===== src/rtl/vin_delta_pkg.sv =====
// rtl/vin_delta_pkg.sv - shared IEEE-754 double constants and field layout
// Purpose: constants and the unpacked view of an IEEE double used by the
//          vin/delta splitter and the other normalisers in the datapath.
package vin_delta_pkg;

  localparam logic [10:0] DBL_BIAS_M1 = 11'd1022;
  localparam int          DBL_W       = 64;
  localparam int          MANT_W      = 52;

  typedef struct packed {
    logic              s;
    logic [10:0]       e;
    logic [MANT_W-1:0] m;
  } dbl_t;

endpackage


===== src/rtl/lzc64.sv =====
// rtl/lzc64.sv - 64-bit leading-zero counter
// Purpose: combinational priority count of leading zeros in six halving levels.
// Ports:
//   i_data  in  64  value to scan
//   o_lz    out 6   leading-zero count (63 when i_data is zero)
//   o_zero  out 1   i_data == 0
module lzc64 (
  input  logic [63:0] i_data,
  output logic [5:0]  o_lz,
  output logic        o_zero
);

  logic [31:0] w_v32;
  logic [15:0] w_v16;
  logic [7:0]  w_v8;
  logic [3:0]  w_v4;
  logic [1:0]  w_v2;

  // Each level asks whether the upper half is empty; if so the count gains
  // that half's width and the search continues in the lower half.
  assign o_lz[5] = (i_data[63:32] == '0);
  assign w_v32   = o_lz[5] ? i_data[31:0] : i_data[63:32];
  assign o_lz[4] = (w_v32[31:16] == '0);
  assign w_v16   = o_lz[4] ? w_v32[15:0] : w_v32[31:16];
  assign o_lz[3] = (w_v16[15:8] == '0);
  assign w_v8    = o_lz[3] ? w_v16[7:0] : w_v16[15:8];
  assign o_lz[2] = (w_v8[7:4] == '0);
  assign w_v4    = o_lz[2] ? w_v8[3:0] : w_v8[7:4];
  assign o_lz[1] = (w_v4[3:2] == '0);
  assign w_v2    = o_lz[1] ? w_v4[1:0] : w_v4[3:2];
  assign o_lz[0] = ~w_v2[1];

  // The final pair is all-zero only if every half chosen on the way was empty.
  assign o_zero  = (w_v2 == 2'b00);

endmodule


===== src/rtl/vin_delta_pipe.sv =====
// rtl/vin_delta_pipe.sv - 3-stage split of a double in [0,1) into table index and residual
// Purpose: vin = floor(x*2^VIN_W), delta = frac(x*2^VIN_W) re-packed as a double
//          (truncated), with push/stop flow control and 3-cycle latency.
// Ports:
//   clk      in  1      clock, rising edge
//   rst      in  1      asynchronous active-high reset
//   pushin   in  1      rand_in valid
//   rand_in  in  64     IEEE double x
//   stopout  out 1      stage 1 cannot accept; upstream holds
//   pushout  out 1      vin/delta/oor valid
//   stopin   in  1      downstream stall
//   vin      out VIN_W  bin index
//   delta    out 64     residual as IEEE double
//   oor      out 1      input out of range
module vin_delta_pipe
  import vin_delta_pkg::*;
#(
  parameter int VIN_W = 10
) (
  input  logic             clk,
  input  logic             rst,
  input  logic             pushin,
  input  logic [63:0]      rand_in,
  output logic             stopout,
  output logic             pushout,
  input  logic             stopin,
  output logic [VIN_W-1:0] vin,
  output logic [63:0]      delta,
  output logic             oor
);

  // Flow control: a stage advances when it is empty or its successor advances.
  logic r_v1, r_v2, r_v3;
  logic w_adv1, w_adv2, w_adv3;

  assign w_adv3  = ~r_v3 | ~stopin;
  assign w_adv2  = ~r_v2 | w_adv3;
  assign w_adv1  = ~r_v1 | w_adv2;
  assign stopout = r_v1 & ~w_adv2;

  // Stage 1: denormalise into a 64-bit fixed-point fraction.
  dbl_t        w_in;
  logic        w_oor1;
  logic [10:0] w_shamt;
  logic [63:0] w_x1;

  assign w_in    = rand_in;
  assign w_oor1  = (w_in.e > DBL_BIAS_M1) || (w_in.s && ({w_in.e, w_in.m} != '0));
  assign w_shamt = DBL_BIAS_M1 - w_in.e;

  always_comb begin
    w_x1 = '0;
    if (w_in.e > DBL_BIAS_M1)
      w_x1 = '1;
    else if ((w_in.e != 11'd0) && (w_shamt < 11'd64))
      w_x1 = {1'b1, w_in.m, 11'b0} >> w_shamt[5:0];
  end

  logic [63:0] r_x1;
  logic        r_s1, r_oor1;

  // Stage 2: split index from fraction and count the fraction's leading zeros.
  logic [VIN_W-1:0] w_vin2;
  logic [63:0]      w_r2;
  logic [5:0]       w_lz2;
  logic             w_z2;

  assign w_vin2 = r_x1[63 -: VIN_W];
  assign w_r2   = r_x1 << VIN_W;

  lzc64 u_lzc (
    .i_data (w_r2),
    .o_lz   (w_lz2),
    .o_zero (w_z2)
  );

  logic [VIN_W-1:0] r_vin2;
  logic [63:0]      r_r2;
  logic [5:0]       r_lz2;
  logic             r_z2, r_s2, r_oor2;

  // Stage 3: normalise and pack. The hidden one lands in bit 63 and is dropped.
  logic [51:0]      w_mant3;
  logic [10:0]      w_exp3;
  logic [63:0]      w_delta3;
  logic [VIN_W-1:0] w_vin3;

  assign w_mant3  = 52'((r_r2 << r_lz2) >> 11);
  assign w_exp3   = DBL_BIAS_M1 - {5'b0, r_lz2};
  assign w_delta3 = (r_z2 | r_oor2) ? 64'h0 : {r_s2, w_exp3, w_mant3};
  assign w_vin3   = r_oor2 ? {VIN_W{1'b1}} : r_vin2;

  logic [VIN_W-1:0] r_vin;
  logic [63:0]      r_delta;
  logic             r_oor;

  always_ff @(posedge clk or posedge rst) begin
    if (rst) begin
      r_v1    <= 1'b0;
      r_v2    <= 1'b0;
      r_v3    <= 1'b0;
      r_x1    <= '0;
      r_s1    <= 1'b0;
      r_oor1  <= 1'b0;
      r_vin2  <= '0;
      r_r2    <= '0;
      r_lz2   <= '0;
      r_z2    <= 1'b0;
      r_s2    <= 1'b0;
      r_oor2  <= 1'b0;
      r_vin   <= '0;
      r_delta <= '0;
      r_oor   <= 1'b0;
    end else begin
      if (w_adv1) begin
        r_v1 <= pushin;
        if (pushin) begin
          r_x1   <= w_x1;
          r_s1   <= w_in.s;
          r_oor1 <= w_oor1;
        end
      end
      if (w_adv2) begin
        r_v2 <= r_v1;
        if (r_v1) begin
          r_vin2 <= w_vin2;
          r_r2   <= w_r2;
          r_lz2  <= w_lz2;
          r_z2   <= w_z2;
          r_s2   <= r_s1;
          r_oor2 <= r_oor1;
        end
      end
      if (w_adv3) begin
        r_v3 <= r_v2;
        if (r_v2) begin
          r_vin   <= w_vin3;
          r_delta <= w_delta3;
          r_oor   <= r_oor2;
        end
      end
    end
  end

  assign pushout = r_v3;
  assign vin     = r_vin;
  assign delta   = r_delta;
  assign oor     = r_oor;

endmodule


===== config.mk =====
export PLATFORM = sky130hd
export DESIGN_NAME = vin_delta_pipe
export DESIGN_NICKNAME = d
export VERILOG_FILES = /design/src/rtl/vin_delta_pkg.sv /design/src/rtl/lzc64.sv /design/src/rtl/vin_delta_pipe.sv
export SDC_FILE = /design/constraint.sdc
export NUM_CORES = 1
export LEC_CHECK = 0
export BUFFER_PORTS_ARGS = -buffer_cell sky130_fd_sc_hd__buf_2
export CAP_MARGIN = 25
export CORE_MARGIN = 10
export CORE_UTILIZATION = 60
export DETAILED_ROUTE_END_ITERATION = 8
export GPL_TIMING_DRIVEN = 0
export PLACE_DENSITY = 0.85
export SYNTH_ARGS = -nofsm -noshare
export SYNTH_HDL_FRONTEND = slang
export SYNTH_SLANG_ARGS = --single-unit

===== constraint.sdc =====
create_clock -name clk -period 12.6 [get_ports clk]
set_clock_uncertainty 0.1 [all_clocks]
set_input_delay 0 -clock clk [delete_from_list [all_inputs] [get_ports clk]]
set_output_delay 0 -clock clk [all_outputs]
set_load 0.01 [all_outputs]

==> impl_metrics.ini, run 1 <==
[place]
place.detailed.hpwl_um = 46100
place.gp.congestion = 1.07
io_buffers = 142
dpl_cell_area_um2 = 16000

[critical_path]
worstSetupStartpoint = rand_in[52]
crit_path_end_kind = flop
cp_num_cells = 15
path_max_fanout = 10
max_stage_delay_ns = 0.64
critPathBufInv = 5
cp_slowest_cell = o21ai_0
endpoint = r_x1[2]$_DFFE_PP0P_
path_cells = buf_2 -> buf_1 -> inv_1 -> ha_1 -> buf_2 -> clkbuf_1 -> mux2i_1 -> mux2i_1 -> nand2_1 -> o21ai_0 -> o21ai_0 -> nor2_1 -> a21oi_1 -> o22ai_1 -> o22a_1
cp_top_family = buffers and inverters
rr_endpoint = delta[30]$_DFFE_PP0P_
crit_type = input pin to flop
r2r_cells = 11
required_ns = 12.89
r2r-start = r_lz2[0]$_DFFE_PP0P_
rrSetupSlack_ns = 8.82
worstPathArrival_ns = 4.67
critPathLaunchType = input pin

[routing]
finalWirelength_um = 58000
num_vias = 14900
final_antenna_net_count = 0
drt_iter0_drc = 2091
drcViolationCount = 0
dr.pass1.iters = 6
vias_per_cell = 7.03
wire_per_inst_um = 27.3

[power]
switching_power_w = 0.00111
ir_worst_vdd_mv = 0.137
pwr-share-comb_pct = 38.8
leakagePower_nw = 7.06
seqPwrFrac_pct = 35.9
p_int_w = 0.00166
power_density_nw_per_um2 = 165
p_clk_share_pct = 25.2
switching_share_pct = 40.1

[yosys]
ys_seq_area_share_pct = 36.0
post-synth-top-count-cell = nand2_1
synth_top_cells_by_count = nand2_1 (283), dfrtp_1 (213), nor2_1 (163)
synth_nets = 1677
synth_top_area_share_pct = 36.0
async_flop_share_pct = 100
synth.area.top_cells = dfrtp_1 (36%), mux4_2 (11%), nand2_1 (7.2%), mux2_2 (6.3%), mux2i_1 (6.1%)
ys_types = 74
ys.warnings.count = 0
synth.ff_latch_count = 213
syn_area_um2 = 14800
avgSynthCellArea_um2 = 9.23
synth-edff-count = 0
synth_ff_type = dfrtp_1
synth_top_area_cell = dfrtp_1
synthCells = 1605

[grt]
grt_first_pass_wirelength_um = 88300
antenna_found_initial = 1
grt_pass1_vias = 14900
gr-total-overflow = 0
grt_max_degree = 131
track_usage_pct = 36.2

[timing]
hold_violations = 0
hold_ws_ns = 0.00807
fmax_mhz = 228
worst_slew_pin_slew_ns = 1.07
slew_headroom_pct = 28.0
fin_crit_ns = 4.39
finalSetupViolCount = 0
finalCritPeriodShare_pct = 34.8
setup_tns_ns = 0
rsz0062_at_grt = no
finalMaxSlewViolations = 0

[clocking]
hold_buffers = 9
clock_latency_ns = 0.54
root_buffer = clkbuf_16
clock_sinks = 213
cts_made_buffers = 23
post-cts-setup-buffers = 0
clk_path_buf_depth = 3
clkSlewWorstSetupHoldPaths_ns = 0.06
cts_tree = done
cts_max_level = 1
post_cts_resized = 0

[final_layout]
area_delta_synth_final_pct = 13.5
fillers = 1948
layout-drive-gt1-share_pct = 20.5
stdcell_area_um2 = 16800
diodes = 0
fin_nets = 1854

[floorplanning]
core-area_um2 = 24300
die_width_um = 177
die-height_um = 177
start_util_pct = 60.9
top_level_ports = 145
fp-row-count = 57
dieArea_um2 = 31400

[hold_path]
hp-class = input pin to asynchronous set/reset pin

[flow_run]
cap_violations = 0

[status]
status = finished, final reports clean
==> power by group through the flow <==
stage          Combinational (W)  Sequential [W]  Clock, W
2_1_floorplan           0.000672        0.000949         0
3_3_place_gp             0.00102        0.000977         0
3_5_place_dp             0.00103        0.000991         0
4_1_cts                  0.00105        0.000984  0.000696
5_1_grt                  0.00115         0.00100  0.000723
6_report                 0.00108        0.000996  0.000699
==> flip-flops by register name (all words and copies together) (netlist names) <==
register  flops
oor           1
r_oor1        1
delta        61
vin          10
r_s2          1
r_vin2       10
r_lz2         6
r_x1         64
r_v2          1
r_oor2        1
r_z2          1
r_v1          1
r_s1          1
pushout       1
r_r2         53
==> per-layer routing <==
layer	up-vias	share of wire, %	GRT usage (%)	wire length, um
met3	211	14	11.0	8030
li1	6311	-	-	-
met5	-	0.022	0	13
met2	1202	44	55.7	25500
met1	7202	38	47.1	21800
met4	2	4.5	14.3	2640
==> worst min-delay path: cells and delay by family <==
kind / cells / cell delay [ns]
buffers and inverters: 3 / 1.09
==> how the worst min path moves through the flow <==
stage | startpoint | to | slack [ns]
6_report | rst | delta[17]$_DFFE_PP0P_ | 0.008
5_1_grt | rand_in[61] | r_x1[30]$_DFFE_PP0P_ | 0.06
4_1_cts | rand_in[61] | r_x1[30]$_DFFE_PP0P_ | 0.009
3_5_place_dp | rst | vin[9]$_DFFE_PP0P_ | 0.02
3_3_place_gp | pushin | r_v1$_DFFE_PP0N_ | 0.13
2_1_floorplan | pushin | r_v1$_DFFE_PP0N_ | 0.008
==> stage by stage <==
step	util [%]	power [W]	setup WS [ns]	std cells
finish	69.2	0.00277	8.21	2122
global route	69.2	0.00287	8.15	2122
CTS	69.2	0.00273	8.55	2122
detailed placement	65.6	0.00203	8.08	2072
floorplan	-	0.00162	6.68	1605
global placement	65.5	0.00199	4.86	2071
==> cell families after synthesis <==
logic type,synth area share [%]
flip-flops,36.0
other,0.0253
multiplexers,23.9
AO/OA/AOI/OAI,18.5
XOR/XNOR,0.650
buffers and inverters,3.84
adder cells (fa/ha/maj),0.338
AND/OR/NAND/NOR,16.8
==> final cells by class <==
cell class	instances	area (um^2)	share of cell area, %
Clock buffer	31	646	3.84
Sequential cell	213	5330	31.7
Tap cell	324	405	2.41
Timing Repair Buffer	152	828	4.92
Inverter	13	56.3	0.335
Clock inverter	10	120	0.714
Multi-Input combinational cell	1247	8910	53.0
Buffer	132	520	3.09
==> cells in the final DEF (no fill, tap or decap), types with 14 or more instances in the layout <==
cell	instances
nand2_1	283
dfrtp_1	213
nor2_1	163
buf_2	153
a21oi_1	99
o21ai_0	98
mux2i_1	91
clkbuf_1	89
mux2_2	83
mux4_2	75
o22a_1	43
buf_1	33
o22ai_1	25
clkbuf_16	23
nand3_1	22
nor4_1	22
a22o_1	19
a211oi_1	18
and3_1	16
a31oi_1	15
a221o_1	14
Power figures use the tool's default switching activity.
==> run 2, diff against run 1 <==
- clock period: 12.6 -> 4.15 ns (I/O delays scaled with it)
==> impl_metrics.ini, run 2 (synthesized netlist as in run 1, its figures left out) <==
[final_layout]
diodes = 0
final_common_cell = nand2_1
regMostFlops = r_x1
post-route-util_pct = 69.3
layout-drive-gt1-share_pct = 20.5
stdcell_area_um2 = 16900
final_cell_mix = nand2_1 (283), dfrtp_1 (213), nor2_1 (163), buf_2 (153), a21oi_1 (99)
fin_nets = 1859
largest_register_ffs = 64
area_delta_synth_final_pct = 13.8

[critical_path]
crit_path_end_kind = flop
crit_type = flop to flop
max_stage_delay_ns = 0.68
cp_slowest_cell = clkbuf_1
path_max_fanout = 10
worstPathArrival_ns = 4.34
path_cells = clkbuf_1 -> buf_1 -> clkbuf_1 -> nor2_1 -> nand2_1 -> nor2_1 -> a21oi_1 -> o22ai_1 -> nand2_1 -> o21ai_0 -> a22o_1
r2r-start = r_lz2[1]$_DFFE_PP0P_
r2r_cells = 11
rr_endpoint = delta[51]$_DFFE_PP0P_
cp_top_family = buffers and inverters
worstSetupStartpoint = r_lz2[1]$_DFFE_PP0P_
rrSetupSlack_ns = 0.11
required_ns = 4.45
critPathLaunchType = flop
critPathBufInv = 3

[timing]
worst_slew_pin_slew_ns = 1.12
finalSetupViolCount = 0
fin_crit_ns = 4.04
setup_tns_ns = 0
slew_headroom_pct = 25.0
rsz0062_at_grt = no
finalCritPeriodShare_pct = 97.3
hold_violations = 0
fmax_mhz = 248
finalMaxSlewViolations = 0

[status]
status = finished, final reports clean

[routing]
num_vias = 14900
wire_per_inst_um = 27.0
vias_per_cell = 7.01
final_antenna_net_count = 0
drcViolationCount = 0
drt_iter0_drc = 2490
finalWirelength_um = 57500
dr.pass1.iters = 6

[power]
switching_power_w = 0.00334
power_w = 0.00830
ir_worst_vdd_mv = 0.352
p_int_w = 0.00496
power_density_nw_per_um2 = 492
seqPwrFrac_pct = 36.4
p_clk_share_pct = 23.9
pwr-share-comb_pct = 39.6
leakagePower_nw = 7.08
switching_share_pct = 40.3

[grt]
grt_first_pass_wirelength_um = 88300
gr-total-overflow = 0
grt_pass1_vias = 14500
track_usage_pct = 36.1
antenna_found_initial = 0
grt_max_degree = 45

[hold_path]
min_from = rand_in[51]
hp-class = input pin to flop
whs_endpoint = r_x1[61]$_DFFE_PP0P_
min_path_cells = 6

[clocking]
clk_path_buf_depth = 3
cts_max_level = 1
clkSlewWorstSetupHoldPaths_ns = 0.06
post-cts-setup-buffers = 0
cts_made_buffers = 23
root_buffer = clkbuf_16
clock_latency_ns = 0.51
cts_tree = done
clock_sinks = 213

[floorplanning]
core-area_um2 = 24300
die_width_um = 177
fp-row-count = 57
dieArea_um2 = 31400
start_util_pct = 60.9
die-height_um = 177
top_level_ports = 145

[place]
io_buffers = 142
place.gp.congestion = 1.05
place.detailed.hpwl_um = 46100
dpl_cell_area_um2 = 16000

[flow_run]
cap_violations = 0
[run 2: changes by cell type in the layout (fill, tap and decap cells not counted), sizes merged]
cell and change:
bufinv -1, clkbuf +1, clkinv +1, buf +3
inv -2, dlygate4sd3 +3, clkinvlp +1
[run 2: stage by stage]
stage | instances | setup WS, ns | hold WS (ns)
6_report | 2128 | 0.111 | 0.0939
5_1_grt | 2128 | 0.0881 | 0.130
4_1_cts | 2130 | 0.0609 | 0.0442
3_5_place_dp | 2076 | -0.453 | -0.0451
3_3_place_gp | 2071 | -0.289 | 0.121
2_1_floorplan | 1605 | 1.14 | 0.00837
[run 2: worst max-delay path by stage]
stage	to	slack (ns)	depth (start not counted)
floorplan	r_x1[23]$_DFFE_PP0P_	1.14	13
global placement	r_x1[2]$_DFFE_PP0P_	-0.29	15
detailed placement	r_x1[2]$_DFFE_PP0P_	-0.45	15
CTS	r_x1[2]$_DFFE_PP0P_	0.06	15
global route	delta[47]$_DFFE_PP0P_	0.09	10
finish	delta[51]$_DFFE_PP0P_	0.11	11
[run 2: layer usage]
layer / vias up / track usage, % / wire, um
met5: - / 0 / 0
met4: 0 / 12.4 / 2450
met3: 208 / 9.73 / 7850
met2: 1256 / 54.6 / 24900
met1: 7123 / 49.2 / 22300
li1: 6323 / - / -
[run 2: worst register-to-register path, delay by kind of cell (launching register included)]
| kind | cells | cell delay [ns] |
|---|---|---|
| simple gates | 4 | 0.59 |
| flops | 1 | 0.52 |
| buf+inv | 3 | 1.67 |
| compound gates | 4 | 1.04 |
[run 2: repair_timing]
action,in CTS,in global routing
hold endpoints to repair,146,0
hold buffers,12,0
setup endpoints to repair,0,10
gates resized for setup,0,2
[run 2: power by group through the flow]
| stage | Combinational [W] | Sequential, W | Clock [W] |
|---|---|---|---|
| floorplan | 0.00204 | 0.00288 | 0 |
| global placement | 0.00309 | 0.00296 | 0 |
| detailed placement | 0.00316 | 0.00301 | 0 |
| CTS | 0.00319 | 0.00298 | 0.00198 |
| global route | 0.00352 | 0.00304 | 0.00206 |
| finish | 0.00329 | 0.00302 | 0.00199 |
[run 2: layout make-up]
type / count / area (um^2)
repair buffers: 159 / 931
clock buffers: 33 / 633
clock inverters: 9 / 83.8
fillers: 1868 / 7460
flip-flops and latches: 213 / 5330
inverters: 13 / 52.6
well taps: 324 / 405
multi-input cells: 1247 / 8910
plain buffers: 130 / 513
